## config.mk

```make
export PLATFORM = sky130hd
export DESIGN_NAME = seven_segment_scan_controller
export DESIGN_NICKNAME = d
export VERILOG_FILES = /design/src/rtl/seven_segment_scan_controller_pkg.sv /design/src/rtl/seven_segment_scan_controller_hex_to_segments.sv /design/src/rtl/seven_segment_scan_controller.sv
export SDC_FILE = /design/constraint.sdc
export NUM_CORES = 1
export LEC_CHECK = 0
export ABC_CLOCK_PERIOD_IN_PS = 2100
export CAP_MARGIN = 10
export CELL_PAD_IN_SITES_DETAIL_PLACEMENT = 1
export CELL_PAD_IN_SITES_GLOBAL_PLACEMENT = 1
export CORE_MARGIN = 4
export CORE_UTILIZATION = 38
export DETAILED_ROUTE_END_ITERATION = 6
export PLACE_DENSITY = 0.74
export SLEW_MARGIN = 25
export SYNTH_ARGS = -nofsm -noshare
export SYNTH_HDL_FRONTEND = slang
export SYNTH_SLANG_ARGS = --single-unit
```

## constraint.sdc

```tcl
create_clock -name cmosClock -period 2.1 [get_ports cmosClock]
set_input_delay 0.525 -clock cmosClock [delete_from_list [all_inputs] [get_ports cmosClock]]
set_output_delay 0.525 -clock cmosClock [all_outputs]
set_load 0.03 [all_outputs]
```

## src/rtl/seven_segment_scan_controller_pkg.sv

```systemverilog
// Shared constants for the seven-segment scan controller: digit count,
// segment bit positions, scan state type and the hex glyph table.
package seven_segment_pkg;

    localparam int unsigned NUM_DIGITS = 4;

    typedef enum int unsigned {
        SEG_A  = 0,
        SEG_B  = 1,
        SEG_C  = 2,
        SEG_D  = 3,
        SEG_E  = 4,
        SEG_F  = 5,
        SEG_G  = 6,
        SEG_DP = 7
    } segBit_t;

    typedef enum logic [0:0] {
        BLANK = 1'b0,
        DRIVE = 1'b1
    } scanState_t;

    // Active-high {g,f,e,d,c,b,a}; b and d use the lowercase glyphs.
    localparam logic [6:0] GLYPH_TABLE [16] = '{
        7'h3F, 7'h06, 7'h5B, 7'h4F, 7'h66, 7'h6D, 7'h7D, 7'h07,
        7'h7F, 7'h6F, 7'h77, 7'h7C, 7'h39, 7'h5E, 7'h79, 7'h71
    };

endpackage

```

## src/rtl/seven_segment_scan_controller_hex_to_segments.sv

```systemverilog
// Combinational hex nibble to active-high seven-segment glyph.
module hex_to_segments
    import seven_segment_pkg::*;
(
    input  logic [3:0] nibble,
    output logic [6:0] glyph
);

    always_comb begin
        glyph = GLYPH_TABLE[nibble];
    end

endmodule

```

## src/rtl/seven_segment_scan_controller.sv

```systemverilog
// Four-digit common-anode display scanner with double-buffered frames and a
// blanking dead-time at the start of every digit slot.
module seven_segment_scan_controller
    import seven_segment_pkg::*;
#(
    parameter int unsigned TICK_DIV     = 50000,
    parameter int unsigned BLANK_CYCLES = 500
) (
    input  logic        cmosClock,
    input  logic        reset,
    input  logic        scanEnable,
    input  logic        loadValid,
    output logic        loadReady,
    input  logic [15:0] loadNibbles,
    input  logic [3:0]  loadDp,
    input  logic [3:0]  loadBlank,
    output logic        frameDone,
    output logic [3:0]  sevenSegmentEnable,
    output logic [7:0]  sevenSegmentData
);

    localparam int unsigned CNT_W = $clog2(TICK_DIV);
    localparam int unsigned IDX_W = $clog2(NUM_DIGITS);
    localparam logic [CNT_W-1:0] LAST_SLOT   = CNT_W'(TICK_DIV - 1);
    localparam logic [CNT_W-1:0] DRIVE_START = CNT_W'(BLANK_CYCLES);
    localparam logic [IDX_W-1:0] LAST_DIGIT  = IDX_W'(NUM_DIGITS - 1);

    logic [CNT_W-1:0] slotCnt;
    logic [CNT_W-1:0] slotCntNext;
    logic [IDX_W-1:0] digitIdx;
    scanState_t       scanState;

    logic [15:0] activeNibbles;
    logic [3:0]  activeDp;
    logic [3:0]  activeBlank;
    logic [15:0] pendingNibbles;
    logic [3:0]  pendingDp;
    logic [3:0]  pendingBlank;
    logic        pendingFull;

    logic        slotWrap;
    logic        loadAccept;
    logic [3:0]  curNibble;
    logic [6:0]  curGlyph;
    logic [3:0]  enableNext;
    logic [7:0]  dataNext;

    always_comb begin
        slotWrap   = scanEnable && (slotCnt == LAST_SLOT);
        frameDone  = slotWrap && (digitIdx == LAST_DIGIT);
        loadReady  = !pendingFull;
        loadAccept = loadValid && !pendingFull;
        if (!scanEnable || slotWrap) begin
            slotCntNext = '0;
        end else begin
            slotCntNext = slotCnt + CNT_W'(1);
        end
    end

    always_comb begin
        curNibble = activeNibbles[{digitIdx, 2'b00} +: 4];
    end

    hex_to_segments u_hexToSegments (
        .nibble (curNibble),
        .glyph  (curGlyph)
    );

    // Gating on scanEnable darkens the pins on the very edge it drops,
    // before the held counter has had a chance to reach BLANK.
    always_comb begin
        enableNext = '1;
        dataNext   = '1;
        if (scanEnable && (scanState == DRIVE)) begin
            enableNext[digitIdx] = 1'b0;
            if (!activeBlank[digitIdx]) begin
                dataNext = ~{activeDp[digitIdx], curGlyph};
            end
        end
    end

    always_ff @(posedge cmosClock) begin
        if (reset) begin
            slotCnt            <= '0;
            digitIdx           <= '0;
            scanState          <= BLANK;
            activeNibbles      <= '0;
            activeDp           <= '0;
            activeBlank        <= '1;
            pendingNibbles     <= '0;
            pendingDp          <= '0;
            pendingBlank       <= '0;
            pendingFull        <= 1'b0;
            sevenSegmentEnable <= '1;
            sevenSegmentData   <= '1;
        end else begin
            slotCnt            <= slotCntNext;
            scanState          <= (slotCntNext < DRIVE_START) ? BLANK : DRIVE;
            sevenSegmentEnable <= enableNext;
            sevenSegmentData   <= dataNext;

            if (!scanEnable) begin
                digitIdx <= '0;
            end else if (slotWrap) begin
                digitIdx <= digitIdx + IDX_W'(1);
            end

            // Pending is never full when a load is accepted, so the two
            // branches cannot both want the buffer in the same cycle.
            if (frameDone && pendingFull) begin
                activeNibbles <= pendingNibbles;
                activeDp      <= pendingDp;
                activeBlank   <= pendingBlank;
                pendingFull   <= 1'b0;
            end else if (loadAccept) begin
                pendingNibbles <= loadNibbles;
                pendingDp      <= loadDp;
                pendingBlank   <= loadBlank;
                pendingFull    <= 1'b1;
            end
        end
    end

endmodule

```

==> out/metrics.csv, run 1 <==
stage,metric,value,unit
synthesis,Ys Warns,0,
synthesis,post-synthesis cell type count,45,
synthesis,synth top area cells,"dfxtp_1 (46%), nand2_1 (13%), a21oi_1 (4.6%), mux4_2 (3.9%), a21oi_2 (3.8%)",
global_route,initial antenna violation count,0,
outcome,outcome,"finished, violations left",
synthesis,syn nets,443,
die,Die Wd,104,um
worst_setup_path,Setup Crit Path Kind,flip-flop to output pin,
global_route,largest net degree at the start of global routing,51,
worst_setup_path,r2r startpoint,slotCnt[12],
timing,final worst-path cycle share,109,%
placed_design,placer congestion estimate,0.803,
synthesis,post-synthesis register bit count,80,
clock_tree,Clock Latency Late Sink,0.37,ns
synthesis,post-synthesis simple-gate area fraction,24.5,%
final_layout,final core utilization,56.3,%
timing,Max-slew headroom,57.7,%
worst_setup_path,CP Buf/Inv Count,1,
clock_tree,htree depth,3,
worst_setup_path,family with the most delay on the worst path,simple AND/OR/NAND/NOR gates,
clock_tree,Worst-path clk slew,0.08,ns
global_route,gr ovfl total,0,
detailed_routing,vias post-DR,3116,
timing,Tmin final,2.29,ns
final_layout,fillers,1002,
clock_tree,Clock Sinks,80,
outcome,violated checks,negative setup slack,
detailed_routing,Detailed Route Iter0 Violations,97,
final_layout,share of cells above drive strength 1,29.7,%
timing,clock skew,0.0102,ns
worst_setup_path,Worst EP required,1.57,ns
hold_path,hold endpoint,slotCnt[0],
final_layout,Ant. Diodes,0,
synthesis,ys flop type,dfxtp_1,
worst_setup_path,R2R Setup Slk,-0.14,ns
synthesis,Mean Syn Cell Area,8.58,um2
global_route,first-pass GRT wire length,14400,um
clock_tree,CTS buffer count,9,
job,max-cap violation count,0,
synthesis,XOR/XNOR Fraction of Synth Area,3.78,%
worst_setup_path,critical path's slowest cell,or4_4,
global_route,total track usage,16.2,%
die,Ports,42,
final_layout,Final #Nets,515,
pwr,Leakage Power,1.77,nW
worst_setup_path,Startpoint Class,flip-flop,
worst_setup_path,CP Cell Sequence,"nand4bb_4, or4_4, nor4_4, buf_12",
synthesis,top cell type's share of synthesized area,46.1,%
synthesis,synthesized area,3470,um2
synthesis,top post-synthesis cells by count,"nand2_1 (119), dfxtp_1 (80), a21oi_1 (32)",
synthesis,"EDFF count, synth",0,
timing,RSZ-0062 raised after global routing,true,
synthesis,Yosys top cell by area,dfxtp_1,
synthesis,Mapped Cells,405,
worst_setup_path,worst-case reg-to-reg path depth,10,
synthesis,top-count cell post-synth,nand2_1,
synthesis,area share of fa/ha/maj cells after synthesis,3.60,%
timing,setup slack after layout,-0.194,ns
global_route,vias in the first global route,3014,
detailed_routing,final antenna-violating net count,0,
hold_path,hold path start,slotCnt[0],
timing,Setup-failing EPs final,36,
worst_setup_path,CP Capture Type,output pin,
hold_path,Hold Path Class,flip-flop to flip-flop,
clock_tree,Root Driver,clkbuf_8,
final_layout,FF+latch area,1620,um2
die,site row count,34,
detailed_routing,drt drc,0,
die,die area,10700,um2
final_layout,Syn-to-layout area delta,42.7,%
worst_setup_path,max incr delay on CP,0.47,ns
timing,Final Slew Violations,0,
hold_path,Hold Crit Depth,1,
die,core area,8810,um2
placed_design,hpwl dp,5870,um
die,initial core utilization,39.5,%
worst_setup_path,r2r endpoint,activeBlank[0],
synthesis,Async SR Flop Fraction,0,%
pwr,"Power, Total",3.13,mW
final_layout,footprint of the multi-input gates,2010,um2
worst_setup_path,CP Max Fanout,2,
synthesis,Synth Area in Compound Gates,12.6,%
timing,slew at the pin with the worst max-slew slack,0.634,ns
pwr,Max VDD drop,0.342,mV
clock_tree,CTS tree,built,
detailed_routing,vias per cell,5.28,
synthesis,sequential area share after synthesis,46.1,%
timing,Final Hold Viols,0,
detailed_routing,final wirelength,10800,um
clock_tree,Max clock buf depth,2,
pwr,pwr/cell area,632,nW/um2
timing,final hold slack,0.458,ns
placed_design,Port Buffers,41,
synthesis,largest family of logic cells by synthesized area,simple AND/OR/NAND/NOR gates,
timing,Max Fclk,0.436,GHz
clock_tree,# hold bufs at CTS,0,
detailed_routing,TritonRoute pass-1 iters,4,
worst_setup_path,worst endpoint data arrival time,1.77,ns
detailed_routing,WL per Instance,18.3,um
synthesis,mux cell area share after synthesis,5.11,%
die,Die Y,104,um
-- cells by family (layout without fill, tap and decap cells) --
group	Yosys count	count (layout)
adder cells (fa/ha/maj)	10	10
multiplexers	10	10
AND/OR/NAND/NOR	189	189
flip-flops	80	80
buffers and inverters	34	111
XOR/XNOR	15	15
AO/OA/AOI/OAI	67	67
-- stage by stage --
stage / cell area (um2) / worst slack, ns / TNS, ns / cells
3_5_place_dp: 4210 / -0.00371 / -0.00371 / 561
3_3_place_gp: 4210 / 0.00293 / 0 / 561
2_1_floorplan: 3500 / 0.0449 / 0 / 405
4_1_cts: 4490 / -0.170 / -0.184 / 578
5_1_grt: 4960 / -0.240 / -5.19 / 590
6_report: 4960 / -0.194 / -2.53 / 590
-- registers in the layout (all words and copies together) (netlist names) --
name,count
sevenSegmentEnable,4
slotCnt,16
sevenSegmentData,8
activeDp,4
pendingBlank,4
activeNibbles,16
digitIdx,2
pendingFull,1
activeBlank,4
scanState,1
pendingNibbles,16
pendingDp,4
-- layout by cell type (no fill, tap or decap), drive strengths merged, types with 2 or more instances in the layout --
cell / count
a21oi: 47
mux4: 6
nand2b: 4
clkbuf: 17
xor2: 5
o21ai: 3
nor4: 3
inv: 9
buf: 41
xnor2: 10
ha: 10
nand3: 8
nor2: 25
mux2: 2
o221ai: 4
clkdlybuf4s50: 38
mux2i: 2
dfxtp: 80
or3: 2
a31oi: 5
bufinv: 3
clkinvlp: 2
and3: 2
nand4: 3
nor3: 4
nand2: 120
nand3b: 4
nor2b: 7
-- worst register-to-register path: cells and delay by family (launching register included) --
kind	cells	cell delay (ns)
flops	1	0.33
buf+inv	4	0.64
simple gates	6	1.14
-- worst max-delay path by stage --
| stage | end | depth (start not counted) | slack (ns) | from |
|---|---|---|---|---|
| 2_1_floorplan | activeNibbles[10] | 7 | 0.04 | slotCnt[13] |
| 3_3_place_gp | frameDone | 4 | 0.003 | slotCnt[13] |
| 3_5_place_dp | frameDone | 4 | -0.004 | slotCnt[13] |
| 4_1_cts | frameDone | 4 | -0.17 | slotCnt[12] |
| 5_1_grt | frameDone | 4 | -0.24 | slotCnt[12] |
| 6_report | frameDone | 4 | -0.19 | slotCnt[12] |
-- layout make-up --
type                       count  area share, %
clock buffer                  11           2.65
clock inverter                 5           2.12
inverter                       9          0.681
multi-input combinational    291           40.5
sequential                    80           32.6
tap                          108           2.73
timing repair buffer          86           18.8
-- routing by layer --
metal / track usage [%] / routed length (um) / share of wire (%) / up-vias
li1: - / - / - / 1495
met1: 21.3 / 4740 / 44 / 1515
met2: 26.1 / 5210 / 48 / 77
met3: 3.23 / 478 / 4.4 / 29
met4: 6.84 / 374 / 3.5 / 0
met5: 0 / 0 / 0 / -
-- power by group --
group / switching [mW] / leakage [nW] / total (mW) / internal [mW]
combinational: 0.0872 / 1.01 / 0.176 / 0.0886
clock: 0.602 / 0.110 / 1.39 / 0.791
sequential: 0.0223 / 0.653 / 1.57 / 1.54
total: 0.712 / 1.77 / 3.13 / 2.42
-- repair_timing --
item | CTS | global route
buffers inserted | 1 | 5
gates resized for setup | 15 | 69
cloned | 0 | 8
setup endpoints to repair | 2 | 30
pin swaps | 3 | 31
No activity file was read; power rests on OpenSTA's default activity.
==> run 2: changes to the inputs <==
--- a/config.mk
+++ b/config.mk
@@ -9,9 +9,9 @@
 export CAP_MARGIN = 10
 export CELL_PAD_IN_SITES_DETAIL_PLACEMENT = 1
 export CELL_PAD_IN_SITES_GLOBAL_PLACEMENT = 1
-export CORE_MARGIN = 4
 export CORE_UTILIZATION = 38
 export DETAILED_ROUTE_END_ITERATION = 6
+export GPL_ROUTABILITY_DRIVEN = 0
 export PLACE_DENSITY = 0.74
 export SLEW_MARGIN = 25
 export SYNTH_ARGS = -nofsm -noshare
==> run 2 against run 1 <==
Against the previous run:
- the flow finishes with violations (design-rule violations, negative setup slack)
- count of clock-buffer cells in the layout down 2
- worst hold slack better by 0.0035 ns
- design area is 3.1% lower
- clock skew increased by 0.0018 ns
- critical path type unchanged
- critical endpoint unchanged
- largest cell class unchanged
- highest routed layer unchanged
==> out/metrics.csv, run 2 (same netlist as run 1, synthesis figures left out) <==
stage,metric,value,unit
global_route,gr ovfl total,0,
timing,Final Slew Violations,0,
clock_tree,Worst-path clk slew,0.09,ns
worst_setup_path,CP Cell Sequence,"nand2b_1, or4_4, nor4_4, buf_4",
global_route,vias in the first global route,2934,
final_layout,Ant. Diodes,0,
detailed_routing,TritonRoute pass-1 iters,6,
pwr,Leakage Power,1.94,nW
clock_tree,htree depth,3,
detailed_routing,vias post-DR,3009,
worst_setup_path,Setup Crit Path Kind,flip-flop to output pin,
die,Die Wd,97.6,um
worst_setup_path,crit path launch,slotCnt[10],
die,site row count,34,
die,core area,8810,um2
pwr,Max VDD drop,0.377,mV
final_layout,share of cells above drive strength 1,28.0,%
detailed_routing,vias per cell,5.13,
outcome,outcome,"finished, violations left",
timing,Final Hold Viols,0,
timing,Tmin final,2.28,ns
timing,final worst-path cycle share,109,%
final_layout,largest registers,"activeNibbles: 16 flops, pendingNibbles: 16 flops, slotCnt: 16 flops",
detailed_routing,final wirelength,9790,um
worst_setup_path,worst endpoint data arrival time,1.76,ns
global_route,total track usage,19.3,%
clock_tree,Clock Latency Late Sink,0.37,ns
hold_path,hold path start,pendingBlank[2],
detailed_routing,drt drc,9,
timing,slew at the pin with the worst max-slew slack,0.633,ns
job,max-cap violation count,0,
placed_design,Inst Count DP,562,
die,die area,9530,um2
worst_setup_path,r2r startpoint,slotCnt[10],
worst_setup_path,critical path's slowest cell,or4_4,
worst_setup_path,CP Capture Type,output pin,
die,Die Y,97.6,um
final_layout,"commonest non-fill, non-tap cell in the layout",nand2_1,
clock_tree,# hold bufs at CTS,0,
die,initial core utilization,39.5,%
worst_setup_path,Worst EP required,1.57,ns
worst_setup_path,CP Max Fanout,2,
placed_design,Placement Cell Area,4200,um2
clock_tree,CTS tree,built,
placed_design,hpwl dp,5980,um
clock_tree,Root Driver,clkbuf_8,
final_layout,fin cells,586,
timing,Setup-failing EPs final,26,
timing,Max Fclk,0.438,GHz
placed_design,Port Buffers,41,
timing,Max-slew headroom,57.8,%
die,Ports,42,
outcome,violated checks,"design-rule violations, negative setup slack",
clock_tree,Clock Sinks,80,
worst_setup_path,max incr delay on CP,0.52,ns
detailed_routing,Detailed Route Iter0 Violations,123,
timing,clock skew,0.0119,ns
timing,final hold slack,0.462,ns
final_layout,Syn-to-layout area delta,38.3,%
timing,setup slack after layout,-0.182,ns
detailed_routing,final antenna-violating net count,0,
global_route,largest net degree at the start of global routing,51,
hold_path,Hold Path Class,flip-flop to flip-flop,
detailed_routing,WL per Instance,16.7,um
final_layout,final instance area,4810,um2
worst_setup_path,Startpoint Class,flip-flop,
global_route,first-pass GRT wire length,14200,um
clock_tree,CTS buffer count,9,
pwr,pwr/cell area,624,nW/um2
global_route,initial antenna violation count,0,
timing,RSZ-0062 raised after global routing,true,
final_layout,Final #Nets,512,
final_layout,most frequent cells in the layout,"nand2_1 (96), dfxtp_1 (71), clkdlybuf4s50_1 (38), buf_4 (30), a21oi_1 (27)",
clock_tree,Max clock buf depth,2,
run 2: changes by cell type in the layout (fill, tap and decap cells not counted), sizes merged:
cell | previous run | this run
buf | 41 | 40
clkinv | 0 | 2
clkbuf | 17 | 13
bufinv | 3 | 2
run 2: metrics by stage:
| step | utilization (%) | setup TNS, ns | power [mW] | setup WS [ns] |
|---|---|---|---|---|
| after floorplan | - | 0 | 1.67 | 0.0449 |
| after global placement | 47.7 | 0 | 1.76 | 0.0571 |
| after detailed placement | 47.7 | 0 | 1.76 | 0.0276 |
| after CTS | 50.6 | -0.152 | 2.98 | -0.152 |
| after global routing | 54.6 | -3.23 | 3.11 | -0.217 |
| final | 54.6 | -1.74 | 3.00 | -0.182 |
run 2: final timing paths:
check | end | slack [ns] | depth (start not counted)
setup / recovery | frameDone | -0.18 | 4
hold / removal | pendingBlank[2] | 0.46 | 2
setup reg to reg | activeNibbles[7] | -0.12 | 9
hold reg to reg | pendingBlank[2] | 0.46 | 2
run 2: critical path: cells and delay by family (launching register included):
family,cells,cell delay [ns]
AND/OR/NAND/NOR,3,0.85
flip-flops,1,0.34
buffers and inverters,1,0.20
run 2: area by class of cell:
cell class | instances | area [um2]
inverters | 9 | 33.8
fillers | 1018 | 4000
clock inverters | 6 | 85.1
well taps | 108 | 135
multi-input cells | 291 | 1960
flip-flops and latches | 80 | 1620
repair buffers | 83 | 851
clock buffers | 9 | 124
run 2: power breakdown:
part           internal (mW)  leakage [nW]  switching [mW]
combinational         0.0912          1.18          0.0897
clock                  0.658         0.101           0.588
sequential              1.54         0.654          0.0289
run 2: what timing repair did:
action,in CTS,in global routing
pin swaps,3,40
setup buffers,2,2
gates resized for setup,13,60
gates cloned,0,5
setup endpoints to repair,2,26
run 2: metal layers:
metal	routed length, um	vias to the layer above	share of wire (%)	track usage, %
met3	345	14	3.5	4.32
li1	-	1485	-	-
met5	0	-	0	0
met1	4550	1455	47	24.0
met4	140	0	1.4	7.34
met2	4750	55	49	32.5
